File: src/rtl/mic_array_frame_packer.sv
// Mic array frame packer: collects one angle per mic pair and
// streams a framed, checksummed packet byte by byte to the UART.
module mic_array_frame_packer #(
  parameter int          NPAIR       = 4,
  parameter int          DW          = 16,
  parameter int          TIMEOUT_CYC = 60000,
  parameter logic [7:0]  SYNC0       = 8'hA5,
  parameter logic [7:0]  SYNC1       = 8'h5A
) (
  input  logic                clk_60MHz,
  input  logic                rst_n,
  input  logic                ena,
  input  logic [NPAIR-1:0]    res_valid,
  input  logic [NPAIR*DW-1:0] res_angle,
  output logic [7:0]          tx_data,
  output logic                tx_valid,
  input  logic                tx_ready,
  output logic                busy,
  output logic                frame_done,
  output logic                overwrite_err
);

  localparam int NB = 5 + 2 * NPAIR;
  localparam int IW = 5;
  localparam int CW = $clog2(TIMEOUT_CYC);
  localparam logic [CW-1:0] CMAX = CW'(TIMEOUT_CYC - 1);
  localparam logic [IW-1:0] ILAST = IW'(NB - 1);

  typedef enum logic [1:0] {
    S_COLLECT,
    S_SNAP,
    S_SEND
  } state_t;

  state_t            r_state;
  state_t            w_next;
  logic [DW-1:0]     r_slot [NPAIR];
  logic [NPAIR-1:0]  r_full;
  logic [CW-1:0]     r_cnt;
  logic [DW-1:0]     r_shd [NPAIR];
  logic [NPAIR-1:0]  r_shd_mask;
  logic [7:0]        r_seq;
  logic [IW-1:0]     r_idx;
  logic              r_done;
  logic              r_ovw;

  logic              w_snap;
  logic              w_send;
  logic              w_accept;
  logic              w_last;
  logic              w_start;
  logic [7:0]        w_mask8;
  logic [15:0]       w_ext [NPAIR];
  logic [7:0]        w_chk;
  logic [7:0]        w_ang;
  logic [7:0]        w_byte;

  assign w_snap   = (r_state == S_SNAP);
  assign w_send   = (r_state == S_SEND);
  assign w_accept = w_send && tx_ready;
  assign w_last   = (r_idx == ILAST);
  assign w_start  = ena && (|r_full) &&
                    ((&r_full) || (r_cnt == CMAX));

  // State register
  always_ff @(posedge clk_60MHz or negedge rst_n) begin
    if (!rst_n) r_state <= S_COLLECT;
    else        r_state <= w_next;
  end

  // Next-state and handshake outputs
  always_comb begin
    w_next   = r_state;
    tx_valid = 1'b0;
    busy     = 1'b0;
    unique case (r_state)
      S_COLLECT: if (w_start) w_next = S_SNAP;
      S_SNAP:    w_next = S_SEND;
      S_SEND: begin
        tx_valid = 1'b1;
        busy     = 1'b1;
        if (tx_ready && w_last) w_next = S_COLLECT;
      end
      default:   w_next = S_COLLECT;
    endcase
  end

  // Live slot storage; a strobe always writes its slot
  always_ff @(posedge clk_60MHz or negedge rst_n) begin
    if (!rst_n) begin
      for (int k = 0; k < NPAIR; k++) r_slot[k] <= '0;
    end else begin
      for (int k = 0; k < NPAIR; k++)
        if (res_valid[k]) r_slot[k] <= res_angle[k*DW +: DW];
    end
  end

  // Fill flags; SNAP empties them but keeps same-cycle strobes
  always_ff @(posedge clk_60MHz or negedge rst_n) begin
    if (!rst_n)      r_full <= '0;
    else if (w_snap) r_full <= res_valid;
    else             r_full <= r_full | res_valid;
  end

  // Timeout counter, running from the first fill of an empty set
  always_ff @(posedge clk_60MHz or negedge rst_n) begin
    if (!rst_n)               r_cnt <= '0;
    else if (w_snap)          r_cnt <= '0;
    else if (r_full == '0)    r_cnt <= '0;
    else if (r_cnt != CMAX)   r_cnt <= r_cnt + 1'b1;
  end

  // Overwrite pulse; SNAP-cycle strobes hit cleared slots
  always_ff @(posedge clk_60MHz or negedge rst_n) begin
    if (!rst_n) r_ovw <= 1'b0;
    else        r_ovw <= !w_snap && |(res_valid & r_full);
  end

  // Shadow copy of the frame; empty slots send zero
  always_ff @(posedge clk_60MHz or negedge rst_n) begin
    if (!rst_n) begin
      for (int k = 0; k < NPAIR; k++) r_shd[k] <= '0;
      r_shd_mask <= '0;
    end else if (w_snap) begin
      for (int k = 0; k < NPAIR; k++)
        r_shd[k] <= r_full[k] ? r_slot[k] : '0;
      r_shd_mask <= r_full;
    end
  end

  // Byte index, sequence number and end-of-frame pulse
  always_ff @(posedge clk_60MHz or negedge rst_n) begin
    if (!rst_n) begin
      r_idx  <= '0;
      r_seq  <= '0;
      r_done <= 1'b0;
    end else begin
      r_done <= w_accept && w_last;
      if (w_snap) begin
        r_idx <= '0;
      end else if (w_accept) begin
        if (w_last) begin
          r_idx <= '0;
          r_seq <= r_seq + 8'd1;
        end else begin
          r_idx <= r_idx + 1'b1;
        end
      end
    end
  end

  // Sign extension, mask byte and checksum from the shadow
  always_comb begin
    w_mask8 = '0;
    w_mask8[NPAIR-1:0] = r_shd_mask;
    w_chk = r_seq ^ w_mask8;
    for (int k = 0; k < NPAIR; k++) begin
      w_ext[k] = 16'($signed(r_shd[k]));
      w_chk = w_chk ^ w_ext[k][15:8] ^ w_ext[k][7:0];
    end
  end

  // Angle byte selected by the current index
  always_comb begin
    w_ang = '0;
    for (int k = 0; k < NPAIR; k++) begin
      if (r_idx == IW'(4 + 2 * k)) w_ang = w_ext[k][15:8];
      if (r_idx == IW'(5 + 2 * k)) w_ang = w_ext[k][7:0];
    end
  end

  // Outgoing byte multiplexer
  always_comb begin
    w_byte = '0;
    unique case (1'b1)
      (r_idx == IW'(0)): w_byte = SYNC0;
      (r_idx == IW'(1)): w_byte = SYNC1;
      (r_idx == IW'(2)): w_byte = r_seq;
      (r_idx == IW'(3)): w_byte = w_mask8;
      (r_idx == ILAST):  w_byte = w_chk;
      default:           w_byte = w_ang;
    endcase
  end

  assign tx_data       = w_send ? w_byte : 8'h00;
  assign frame_done    = r_done;
  assign overwrite_err = r_ovw;

endmodule

File: config.mk
export PLATFORM = sky130hd
export DESIGN_NAME = mic_array_frame_packer
export DESIGN_NICKNAME = d
export VERILOG_FILES = /design/src/rtl/mic_array_frame_packer.sv
export SDC_FILE = /design/constraint.sdc
export NUM_CORES = 1
export LEC_CHECK = 0
export BUFFER_PORTS_ARGS = -buffer_cell sky130_fd_sc_hd__buf_2
export CORE_ASPECT_RATIO = 1.75
export CORE_MARGIN = 1
export CORE_UTILIZATION = 30
export CTS_CLUSTER_DIAMETER = 120
export DETAILED_ROUTE_END_ITERATION = 10
export GPL_TIMING_DRIVEN = 0
export HOLD_SLACK_MARGIN = 0.06
export SKIP_LAST_GASP = 1
export SYNTH_ARGS = -nofsm -noshare
export SYNTH_HDL_FRONTEND = slang
export SYNTH_SLANG_ARGS = --single-unit
File: constraint.sdc
create_clock -name clk_60MHz -period 2.1 [get_ports clk_60MHz]
set_clock_uncertainty 0.05 [all_clocks]
set_input_delay 0.105 -clock clk_60MHz [delete_from_list [all_inputs] [get_ports clk_60MHz]]
set_output_delay 0.105 -clock clk_60MHz [all_outputs]
set_load 0.1 [all_outputs]
==> impl_results.md <==
* Status: finished with violations
* Violated checks: negative setup slack
* Layout Cells excl Fill at 1420
* Slew @ Worst Pin at 0.833 ns
* Syn Area/Cell at 9.98 um2
* Final setup viols at 8
* # diodes at 0
* Family with the most delay on the worst path: compound AO/OA/AOI/OAI gates
* GRT Total Usage at 19.8%
* Worst path depth at 9
* # fillers at 2724
* R2R cell count at 9
* Avg Vias per Cell at 4.90
* Slew Viols, Final at 0
* Hold crit path type: primary input to asynchronous set/reset pin
* Asr flop ratio synth at 100%
* #FFs+latches synth at 169
* Die W at 130 um
* CP endpoint kind: primary output
* Fmax achieved at 360 MHz
* DR pass1 iterations at 4
* Mapped Area at 8580 um2
* GP Congestion at 0.916
* Vias at 6954
* Synthesis-to-finish area growth at 36.7%
* Clk root buf: clkbuf_16
* Global-route wire length before repair at 42700 um
* TritonCTS clock tree: yes
* Tcrit/Tclk final at 132%
* Fin. Hold Viols at 0
* HPWL after DPL at 19500 um
* Yosys top cell area share at 49.3%
* Avg WL per Cell at 18.9 um
* RSZ-0062 raised after global routing: yes
* Setup ws final at -0.677 ns
* Worst R2R Setup Slack at 0.10 ns
* Die Span Y at 226 um
* Ratio of cells with drive above 1 in the final layout at 27.7%
* Number of CTS-inserted buffers at 17
* Gr ovfl total at 0
* Critical-path top delay cell: dfrtp_2
* Worst skew pair latency at 0.44 ns
* Max stage delay on crit path at 0.47 ns
* Critical path fanouts, max at 7
* Initial core utilization at 30.6%
* Net Count, Synth at 938
* Critical path class: register to primary output
* Number of global-route vias before repair at 7568
* Clk slew on worst S/H paths at 0.07 ns
* Data required time of the worst path at 1.95 ns
* H-tree level count at 4
* Min Hold Slack at 0.104 ns
* Core ar. at 28100 um2
* Worst-path cell chain: inv_4 > ha_4 > clkbuf_16 > nand4b_1 > o22ai_4 > o2bb2ai_4 > a22oi_2 > a211oi_4 > buf_12
* I/O Pins at 84
* ANT nets after route at 0
* Most instantiated library cell after synthesis: dfrtp_1
* Inst Count DP at 1313
* Slew Limit Headroom at 44.5%
* Clk sinks at 169
* Peak VDD IR at 0.761 mV
* WP buf/inv at 3
* Total of max-cap violations at 0
* Largest cells by area after synthesis: dfrtp_1 49%, mux2_2 8.4%, nand2_1 7.0%
* Core Util, Final at 41.8%
* Critical Path AT at 2.62 ns
* Cell count after synthesis at 860
* CP Launch Type: register
* Die area at 29300 um2
* Initial antenna violation count at 0
* P_leak at 0.00507 uW
* Setup TNS at -5.07 ns
* Synth top cells by count: 169 x dfrtp_1, 161 x nand2_1, 77 x nand3_1
* Total Routed Length at 26800 um
* Initial drt markers at 418
* Post-synth cell types at 59
* Port Buffers at 79
* Sequential-to-total area share from yosys stat at 49.3%
* YS warnings at 0
* NumNets Final at 1112
* Num rows at 81
* DRC viols at 0
* Post-synth top area cell: dfrtp_1
* Predominant post-synthesis flop cell: dfrtp_1
* EDFF count, synth at 0
* Tmin final at 2.78 ns
* Longest Clk Path Bufs at 2
* Largest net degree at the start of global routing at 121
* P per Cell Area at 1480 nW/um2
==> layout make-up <==
| class | count | area (um2) | area share (%) |
|---|---|---|---|
| flip-flops and latches | 169 | 4240 | 36.1 |
| clock inverters | 13 | 143 | 1.22 |
| inverters | 8 | 38.8 | 0.330 |
| repair buffers | 160 | 1350 | 11.5 |
| well taps | 373 | 467 | 3.98 |
| clock buffers | 19 | 453 | 3.86 |
| plain buffers | 61 | 440 | 3.75 |
| multi-input cells | 617 | 4610 | 39.3 |
==> per-layer routing <==
layer	GRT usage, %	vias up	part of all wire, %
met5	0	-	0
met4	13.7	0	6.6
met3	2.80	69	2.3
met2	35.8	136	53
met1	20.8	3437	38
li1	-	3312	-
==> final timing paths <==
kind | from | to
max in group asynchronous | rst_n | r_seq[0]$_DFFE_PN0P_
min in group clk_60MHz | res_valid[3] | r_slot[0]$_DFFE_PN0P_
worst max-delay path | r_idx[0]$_DFFE_PN0P_ | tx_data[3]
worst max register to register | r_idx[0]$_DFFE_PN0P_ | r_seq[7]$_DFFE_PN0P_
worst min-delay path | rst_n | r_cnt[13]$_DFFE_PN0P_
worst min register to register | r_slot[7]$_DFFE_PN0P_ | r_shd[7]$_DFFE_PN0P_
==> sequential cells by signal, summed over array words and instances, names as in the netlist <==
| name | cells |
|---|---|
| frame_done | 1 |
| overwrite_err | 1 |
| r_cnt | 16 |
| r_full | 4 |
| r_idx | 5 |
| r_seq | 8 |
| r_shd | 64 |
| r_shd_mask | 4 |
| r_slot | 64 |
| r_state | 2 |
==> power breakdown <==
part	total, uW	internal, uW	switching [uW]	leakage, uW
combinational	9100	3880	5220	0.00270
sequential	5110	4110	996	0.00208
clock	3190	1820	1370	0.000290
total	17400	9820	7590	0.00507
==> stage by stage <==
step | total power [uW] | setup slack, ns | cell area, um2
floorplan | 10600 | -0.403 | 8790
global placement | 12700 | -1.78 | 9650
detailed placement | 12800 | -0.769 | 9690
CTS | 17200 | -0.712 | 11500
global route | 18300 | -0.761 | 11700
finish | 17400 | -0.677 | 11700
==> layout by cell type, fill, tap and decap left out, drive strengths merged, types with 4 or more instances in the layout <==
cell         instances
nor2b               23
o2bb2ai              6
nand3               77
nor2                30
xor2                13
clkbuf              70
xnor2               60
o41ai                6
buf                103
nor3                 6
nand4                4
a21oi               33
nand4b               9
xnor3                7
o21ai               24
o31ai                4
inv                 10
nand2              161
o22ai                8
a22oi               11
clkinv               6
mux2                64
a21o                 5
ha                   6
a211oi              13
o21a                 7
dlygate4sd3         67
dfrtp              169
==> worst reg2reg max path: stages (launching register included) <==
cell and delay, ns:
dfrtp_2 0.47, inv_4 0.10, ha_4 0.20, buf_4 0.14, and4b_1 0.20, buf_6 0.16
nand3_4 0.15, nor2_4 0.15, nand4_1 0.12, xnor2_1 0.15
==> kinds of logic after synthesis <==
logic type	count (synthesis)	synth area share, %
and+or+nand+nor	335	18.7
DFF	169	49.3
AOI/OAI and AO/OA	131	10.0
xor gates and xnor gates	80	9.29
buffers and inverters	74	3.40
muxes	65	8.51
adders and majority gates	6	0.875
==> timing repair <==
item                                    in CTS  in global routing
setup buffers                                9                  0
gates cloned                                 4                  0
resized for setup                          115                 48
hold endpoints to repair                   235                  0
hold buffers                                67                  0
endpoints found under the setup margin      14                 36
pin swaps                                   23                 15
(Power assumes the default switching activity.)
